**config.mk**
```make
export PLATFORM = sky130hd
export DESIGN_NAME = uart_rx_flat
export DESIGN_NICKNAME = d
export VERILOG_FILES = /design/src/rtl/uart_pkg.sv /design/src/rtl/uart_rx_if.sv /design/src/rtl/uart_sync2.sv /design/src/rtl/uart_rx.sv /design/src/flat_wrapper.sv
export SDC_FILE = /design/constraint.sdc
export NUM_CORES = 1
export LEC_CHECK = 0
export CORE_MARGIN = 2
export CORE_UTILIZATION = 51
export CTS_BUF_LIST = sky130_fd_sc_hd__clkbuf_2
export CTS_CLUSTER_DIAMETER = 60
export DETAILED_ROUTE_END_ITERATION = 8
export GPL_TIMING_DRIVEN = 1
export PLACE_DENSITY = 0.75
export SYNTH_ARGS = -nofsm -noshare
export SYNTH_HDL_FRONTEND = slang
export SYNTH_HIERARCHICAL = 1
export SYNTH_SLANG_ARGS = --single-unit
```
**constraint.sdc**
```tcl
create_clock -name clk -period 5.55 [get_ports clk]
set_input_delay 1.11 -clock clk [delete_from_list [all_inputs] [get_ports clk]]
set_output_delay 1.11 -clock clk [all_outputs]
set_load 0.1 [all_outputs]
```
**src/rtl/uart_pkg.sv**
```systemverilog
// Shared UART definitions: receiver state encodings and the default frame
// geometry used by the baud generator, transmitter and receiver.
package uart_pkg;

   localparam int OVERSAMPLE_DEF = 16;
   localparam int DATA_BITS_DEF  = 8;

   typedef enum logic [2:0] {
      RX_IDLE  = 3'd0,
      RX_START = 3'd1,
      RX_DATA  = 3'd2,
      RX_STOP  = 3'd3,
      RX_BREAK = 3'd4
   } rx_state_e;

endpackage : uart_pkg

```
**src/rtl/uart_rx_if.sv**
```systemverilog
// Receiver-side signal bundle: tick/line inputs, byte outputs, status and
// the FSM state for observation.
interface uart_rx_if
   import uart_pkg::*;
#(
   parameter int DATA_BITS = DATA_BITS_DEF
);

   // Handshake: data_valid and frame_error are single-clk pulses with no
   // ready/back-pressure; the consumer must capture data_out in the pulse
   // cycle (or at least before the next good frame overwrites it).
   logic                 sample_tick;
   logic                 rx;
   logic [DATA_BITS-1:0] data_out;
   logic                 data_valid;
   logic                 frame_error;
   logic                 rx_busy;
   rx_state_e            rx_state;

   modport master (
      output sample_tick,
      output rx,
      input  data_out,
      input  data_valid,
      input  frame_error,
      input  rx_busy,
      input  rx_state
   );

   modport slave (
      input  sample_tick,
      input  rx,
      output data_out,
      output data_valid,
      output frame_error,
      output rx_busy,
      output rx_state
   );

endinterface : uart_rx_if

```
**src/rtl/uart_sync2.sv**
```systemverilog
// Two-flop synchroniser for an asynchronous single-bit input; both flops
// take RESET_VAL on reset so an idle-high line does not look like an edge.
module uart_sync2 #(
   parameter logic RESET_VAL = 1'b1
) (
   input  logic clk,
   input  logic reset,
   input  logic d,
   output logic q
);

   logic meta;

   always_ff @(posedge clk) begin
      if (reset) begin
         meta <= RESET_VAL;
         q    <= RESET_VAL;
      end else begin
         meta <= d;
         q    <= meta;
      end
   end

endmodule : uart_sync2

```
**src/rtl/uart_rx.sv**
```systemverilog
// 8N1 UART receiver: oversampled start detection, centre sampling of each
// bit, one-clk valid/framing-error pulses and break suppression.
module uart_rx
   import uart_pkg::*;
#(
   parameter int OVERSAMPLE = OVERSAMPLE_DEF,
   parameter int DATA_BITS  = DATA_BITS_DEF
) (
   input  logic     clk,
   input  logic     reset,
   uart_rx_if.slave bus
);

   localparam int TICK_W = $clog2(OVERSAMPLE);
   localparam int BIT_W  = $clog2(DATA_BITS);

   localparam logic [TICK_W-1:0] TICK_HALF = TICK_W'(OVERSAMPLE / 2 - 1);
   localparam logic [TICK_W-1:0] TICK_LAST = TICK_W'(OVERSAMPLE - 1);
   localparam logic [BIT_W-1:0]  BIT_LAST  = BIT_W'(DATA_BITS - 1);

   logic rx_s;

   rx_state_e            state,       state_nxt;
   logic [TICK_W-1:0]    tick_cnt,    tick_cnt_nxt;
   logic [BIT_W-1:0]     bit_idx,     bit_idx_nxt;
   logic [DATA_BITS-1:0] shift_reg,   shift_reg_nxt;
   logic [DATA_BITS-1:0] data_q,      data_nxt;
   logic                 valid_q,     valid_nxt;
   logic                 ferr_q,      ferr_nxt;

   uart_sync2 #(
      .RESET_VAL (1'b1)
   ) u_rx_sync (
      .clk   (clk),
      .reset (reset),
      .d     (bus.rx),
      .q     (rx_s)
   );

   always_ff @(posedge clk) begin
      if (reset) state <= RX_IDLE;
      else       state <= state_nxt;
   end

   always_ff @(posedge clk) begin
      if (reset) begin
         tick_cnt  <= '0;
         bit_idx   <= '0;
         shift_reg <= '0;
         data_q    <= '0;
         valid_q   <= 1'b0;
         ferr_q    <= 1'b0;
      end else begin
         tick_cnt  <= tick_cnt_nxt;
         bit_idx   <= bit_idx_nxt;
         shift_reg <= shift_reg_nxt;
         data_q    <= data_nxt;
         valid_q   <= valid_nxt;
         ferr_q    <= ferr_nxt;
      end
   end

   // Pulses default low every clk, so they last one cycle even when
   // sample_tick is held high.
   always_comb begin
      state_nxt     = state;
      tick_cnt_nxt  = tick_cnt;
      bit_idx_nxt   = bit_idx;
      shift_reg_nxt = shift_reg;
      data_nxt      = data_q;
      valid_nxt     = 1'b0;
      ferr_nxt      = 1'b0;

      if (bus.sample_tick) begin
         unique case (state)
            RX_IDLE: begin
               if (!rx_s) begin
                  state_nxt    = RX_START;
                  tick_cnt_nxt = '0;
               end
            end

            RX_START: begin
               if (tick_cnt == TICK_HALF) begin
                  tick_cnt_nxt = '0;
                  if (!rx_s) begin
                     state_nxt   = RX_DATA;
                     bit_idx_nxt = '0;
                  end else begin
                     state_nxt = RX_IDLE;
                  end
               end else begin
                  tick_cnt_nxt = tick_cnt + TICK_W'(1);
               end
            end

            RX_DATA: begin
               if (tick_cnt == TICK_LAST) begin
                  // Right shift: the first (LSB) bit ends in bit 0.
                  shift_reg_nxt = {rx_s, shift_reg[DATA_BITS-1:1]};
                  tick_cnt_nxt  = '0;
                  if (bit_idx == BIT_LAST) state_nxt   = RX_STOP;
                  else                     bit_idx_nxt = bit_idx + BIT_W'(1);
               end else begin
                  tick_cnt_nxt = tick_cnt + TICK_W'(1);
               end
            end

            RX_STOP: begin
               if (tick_cnt == TICK_LAST) begin
                  tick_cnt_nxt = '0;
                  if (rx_s) begin
                     data_nxt  = shift_reg;
                     valid_nxt = 1'b1;
                     state_nxt = RX_IDLE;
                  end else begin
                     ferr_nxt  = 1'b1;
                     state_nxt = RX_BREAK;
                  end
               end else begin
                  tick_cnt_nxt = tick_cnt + TICK_W'(1);
               end
            end

            RX_BREAK: begin
               // Stay here while the line is held low so a break cannot
               // be decoded as a stream of zero frames.
               if (rx_s) state_nxt = RX_IDLE;
            end

            default: begin
               state_nxt = RX_IDLE;
            end
         endcase
      end
   end

   assign bus.data_out    = data_q;
   assign bus.data_valid  = valid_q;
   assign bus.frame_error = ferr_q;
   assign bus.rx_busy     = (state != RX_IDLE);
   assign bus.rx_state    = state;

endmodule : uart_rx

```
**src/flat_wrapper.sv**
```systemverilog
// flat-port wrapper written by rule: the top's interface ports become plain ports
module uart_rx_flat import uart_pkg::*;
#(
   parameter int OVERSAMPLE = OVERSAMPLE_DEF,
   parameter int DATA_BITS  = DATA_BITS_DEF
)
  (clk, reset, bus_sample_tick, bus_rx, bus_data_out, bus_data_valid, bus_frame_error, bus_rx_busy, bus_rx_state);
  uart_rx_if #(.DATA_BITS(DATA_BITS)) bus_i ();
  input  logic clk;
  input  logic reset;
  input wire logic [$bits(bus_i.sample_tick)-1:0] bus_sample_tick;
  input wire logic [$bits(bus_i.rx)-1:0] bus_rx;
  output wire logic [$bits(bus_i.data_out)-1:0] bus_data_out;
  output wire logic [$bits(bus_i.data_valid)-1:0] bus_data_valid;
  output wire logic [$bits(bus_i.frame_error)-1:0] bus_frame_error;
  output wire logic [$bits(bus_i.rx_busy)-1:0] bus_rx_busy;
  output wire logic [$bits(bus_i.rx_state)-1:0] bus_rx_state;
  assign bus_i.sample_tick = bus_sample_tick;
  assign bus_i.rx = bus_rx;
  assign bus_data_out = bus_i.data_out;
  assign bus_data_valid = bus_i.data_valid;
  assign bus_frame_error = bus_i.frame_error;
  assign bus_rx_busy = bus_i.rx_busy;
  assign bus_rx_state = bus_i.rx_state;
  uart_rx #(.OVERSAMPLE(OVERSAMPLE), .DATA_BITS(DATA_BITS)) u_core (.clk(clk), .reset(reset), .bus(bus_i));
endmodule
```
==> impl_results.md <==
* DP HPWL at 1.651 mm
* GR Util met1 at 24.53%
* Final min period at 3.335 ns
* Setup Buffers After CTS at 0
* Worst Path Class, Setup: reg -> out
* Global-route wire length before repair at around 4 mm
* Share of cells above drive strength 1 at 6.494%
* Unrepaired setup endpoints after global routing: false
* Synth Net Count at 142
* Internal power at 250.2 uW
* Starting DRT DRC Count at 17
* Post-Route WL at 2.455 mm
* Post-synth ARST share at 0%
* Synth Cell Area at 0.001320 mm2
* DR vias/cell at 5.500
* Max Fclk at roughly 300 MHz
* GR Overflow Total at 0
* Fillers at 209
* NumNets Final at 160
* Worst R2R Path Depth at 6
* Max-slew violations at 0
* Number of routed nets with antenna violations at 0
* # H-tree levels at 2
* Largest net degree at the start of global routing at 29
* Seq/Total Area, Yosys at 45.50%
* Clock power share at 31.4%
* Initial antenna violation count at 0
* Gr busiest metal: met2
* Setup TNS at 0 ns
* Seq cells post-synth at 30
* Post-synthesis cell type count at 37
* Tcrit/Tclk final at 60.09%
* Flop pwr share at 64.0%
* Io pins at 18
* Syn_area_per_cell at 9.778 um2
* Req. time, crit path at 4.44 ns
* Worst Hold Class: reg -> reg
* Ys flop type: dfxtp_1
* Inserted Diodes at 0
* Chip height at 54.88 um
* Die area at 0.003011 mm2
* Peak VDD IR at 0.1895 mV
* Number of global-route vias before repair at approximately 890
* Clock Path Buffers at 2
* Synth warn at 6
* CP Launch Type: flop
* Cts repair resizes at 0
* Global Route Usage Sum at between 10% and 20%
* Cell area after layout at 0.001535 mm2
* Max cap viols at 0
* Root Driver: clkbuf_2
* Final Hold Fails at 0
* Met3 usage at 7.377%
* Post-Synthesis Cells at ~140
* Final core utilization at 62.54%
* Setup violations, final at 0
* WP data arrival at 2.23 ns
* CP endpoint kind: primary output
* P_sw at 90.37 uW
* Area post-placement at 0.001494 mm2
* GR Util met2 at 27.98%
* Die width at around 55 um
* Count of hold-fix buffers inserted at cts at 0
* Number of port buffers at 17
* Total clock sinks at 30
* Comb pwr share at around 4.6%
* Post-synth EDFFs at 0
* Remaining DRCs at 0
* Crit Path Max Fanout at 13
* Clk_lat worst skew at 0.37 ns
* # rows at 18
* Cells on Worst Hold Path at 1
* CTS tree: built
* Clock Skews at roughly 0.014 ns
* Core Area at 0.002455 mm2
* Pwr Total at around 340 uW
* PwrDens at 221.8 mW/mm2
* Area Overhead vs Synth at 16.30%
* Num CTS Buffers at 5
* Pleak at 0.5283 nW
* GP Congestion at 0.7712
* Initial core utilization at 53.77%
* Worst-Margin Slew at 0.9805 ns
* Slew margin rel. at 34.43%
* DR pass1 iterations at 4
* Clock slew at reported path FFs at between 0.15 and 0.2 ns
* Outcome: finished clean
* Switching Fraction at 26.54%
* Routed vias at 1012
* WL/cell at 13.34 um
[power groups by stage]
| stage | Sequential (mW) | Combinational, mW | Clock, mW |
|---|---|---|---|
| 6_report | 0.218 | 0.0156 | 0.107 |
| 4_1_cts | 0.218 | 0.0156 | 0.112 |
| 3_3_place_gp | 0.222 | 0.0154 | 0 |
| 2_1_floorplan | 0.223 | 0.0100 | 0 |
| 3_5_place_dp | 0.223 | 0.0156 | 0 |
| 5_1_grt | 0.218 | 0.0169 | 0.122 |
[final cells by class]
class	instances	area [um2]	share of cell area (%)
Clock buffer	5	25.02	1.630
Clock inverter	3	16.27	1.059
Inverter	4	15.01	0.9780
Multi-Input combinational cell	95	670.6	43.68
Sequential cell	30	600.6	39.12
Tap cell	30	37.54	2.445
Timing Repair Buffer	17	170.2	11.08
[cells in the final DEF (no fill, tap or decap), types with 2 or more instances in the layout]
master           count
or4_1                4
nand3b_1             2
o21ai_0              4
or2_1                2
ha_1                 3
clkbuf_2             5
nor2_1              21
nor3_1               3
nand2_1              4
mux2i_1             19
or3b_1               3
a21o_1               2
nand2b_1             3
clkdlybuf4s50_1     17
dfxtp_1             30
inv_1                4
a21oi_1              6
[layer usage]
layer	up-vias	wire, um
met4	0	48
met3	6	133
met2	21	1128
li1	513	-
met1	472	1144
met5	-	0
[per-stage QoR]
| stage | instances | hold WS [ns] | setup WS, ns |
|---|---|---|---|
| after floorplan | 135 | 0.3854 | 2.479 |
| after global placement | 176 | 0.4001 | 2.433 |
| after detailed placement | 176 | 0.4022 | 2.386 |
| after CTS | 184 | 0.4362 | 2.201 |
| after global routing | 184 | 0.4729 | 2.098 |
| final | 184 | 0.4280 | 2.215 |
[cells in the mapped netlist (2+ instances only)]
cell | count | area [um2]
o21ai_0 | 4 | 20.02
nand2_1 | 4 | 15.01
inv_1 | 4 | 15.01
clkbuf_1 | 4 | 15.01
or3b_1 | 3 | 26.28
a21o_1 | 2 | 15.01
mux2i_1 | 19 | 190.2
or2_1 | 2 | 12.51
nor3_1 | 3 | 15.01
nor2_1 | 21 | 78.83
ha_1 | 3 | 37.54
dfxtp_1 | 30 | 600.6
nand2b_1 | 3 | 18.77
nand3b_1 | 2 | 15.01
a21oi_1 | 6 | 30.03
or4_1 | 4 | 30.03
[critical path, stage by stage (launching register included)]
cell             delay [ns]
dfxtp_1                0.57
or3_1                  0.16
clkdlybuf4s50_1        1.12
[cells by family (layout without fill, tap and decap cells)]
kind of cell	Yosys count	count (layout)	synth area share, %
AND/OR/NAND/NOR	52	52	22.84
flip-flops	30	30	45.50
AO/OA/AOI/OAI	19	19	9.385
multiplexers	19	19	14.41
buffers and inverters	10	29	3.696
adder cells (fa/ha/maj)	3	3	2.844
XOR/XNOR	2	2	1.327
[final timing paths]
| check | start | end | slack [ns] |
|---|---|---|---|
| hold / removal | u_core/u_rx_sync/meta$_SDFF_PP1_ | u_core/u_rx_sync/q$_SDFF_PP1_ | 0.43 |
| setup reg to reg | u_core/bit_idx[0]$_SDFFE_PP0P_ | u_core/bit_idx[1]$_SDFFE_PP0P_ | 3.59 |
| setup / recovery | u_core/bus.rx_state[1]$_SDFFE_PP0P_ | bus_rx_busy | 2.21 |
| hold reg to reg | u_core/u_rx_sync/meta$_SDFF_PP1_ | u_core/u_rx_sync/q$_SDFF_PP1_ | 0.43 |
Power figures use the tool's default switching activity.
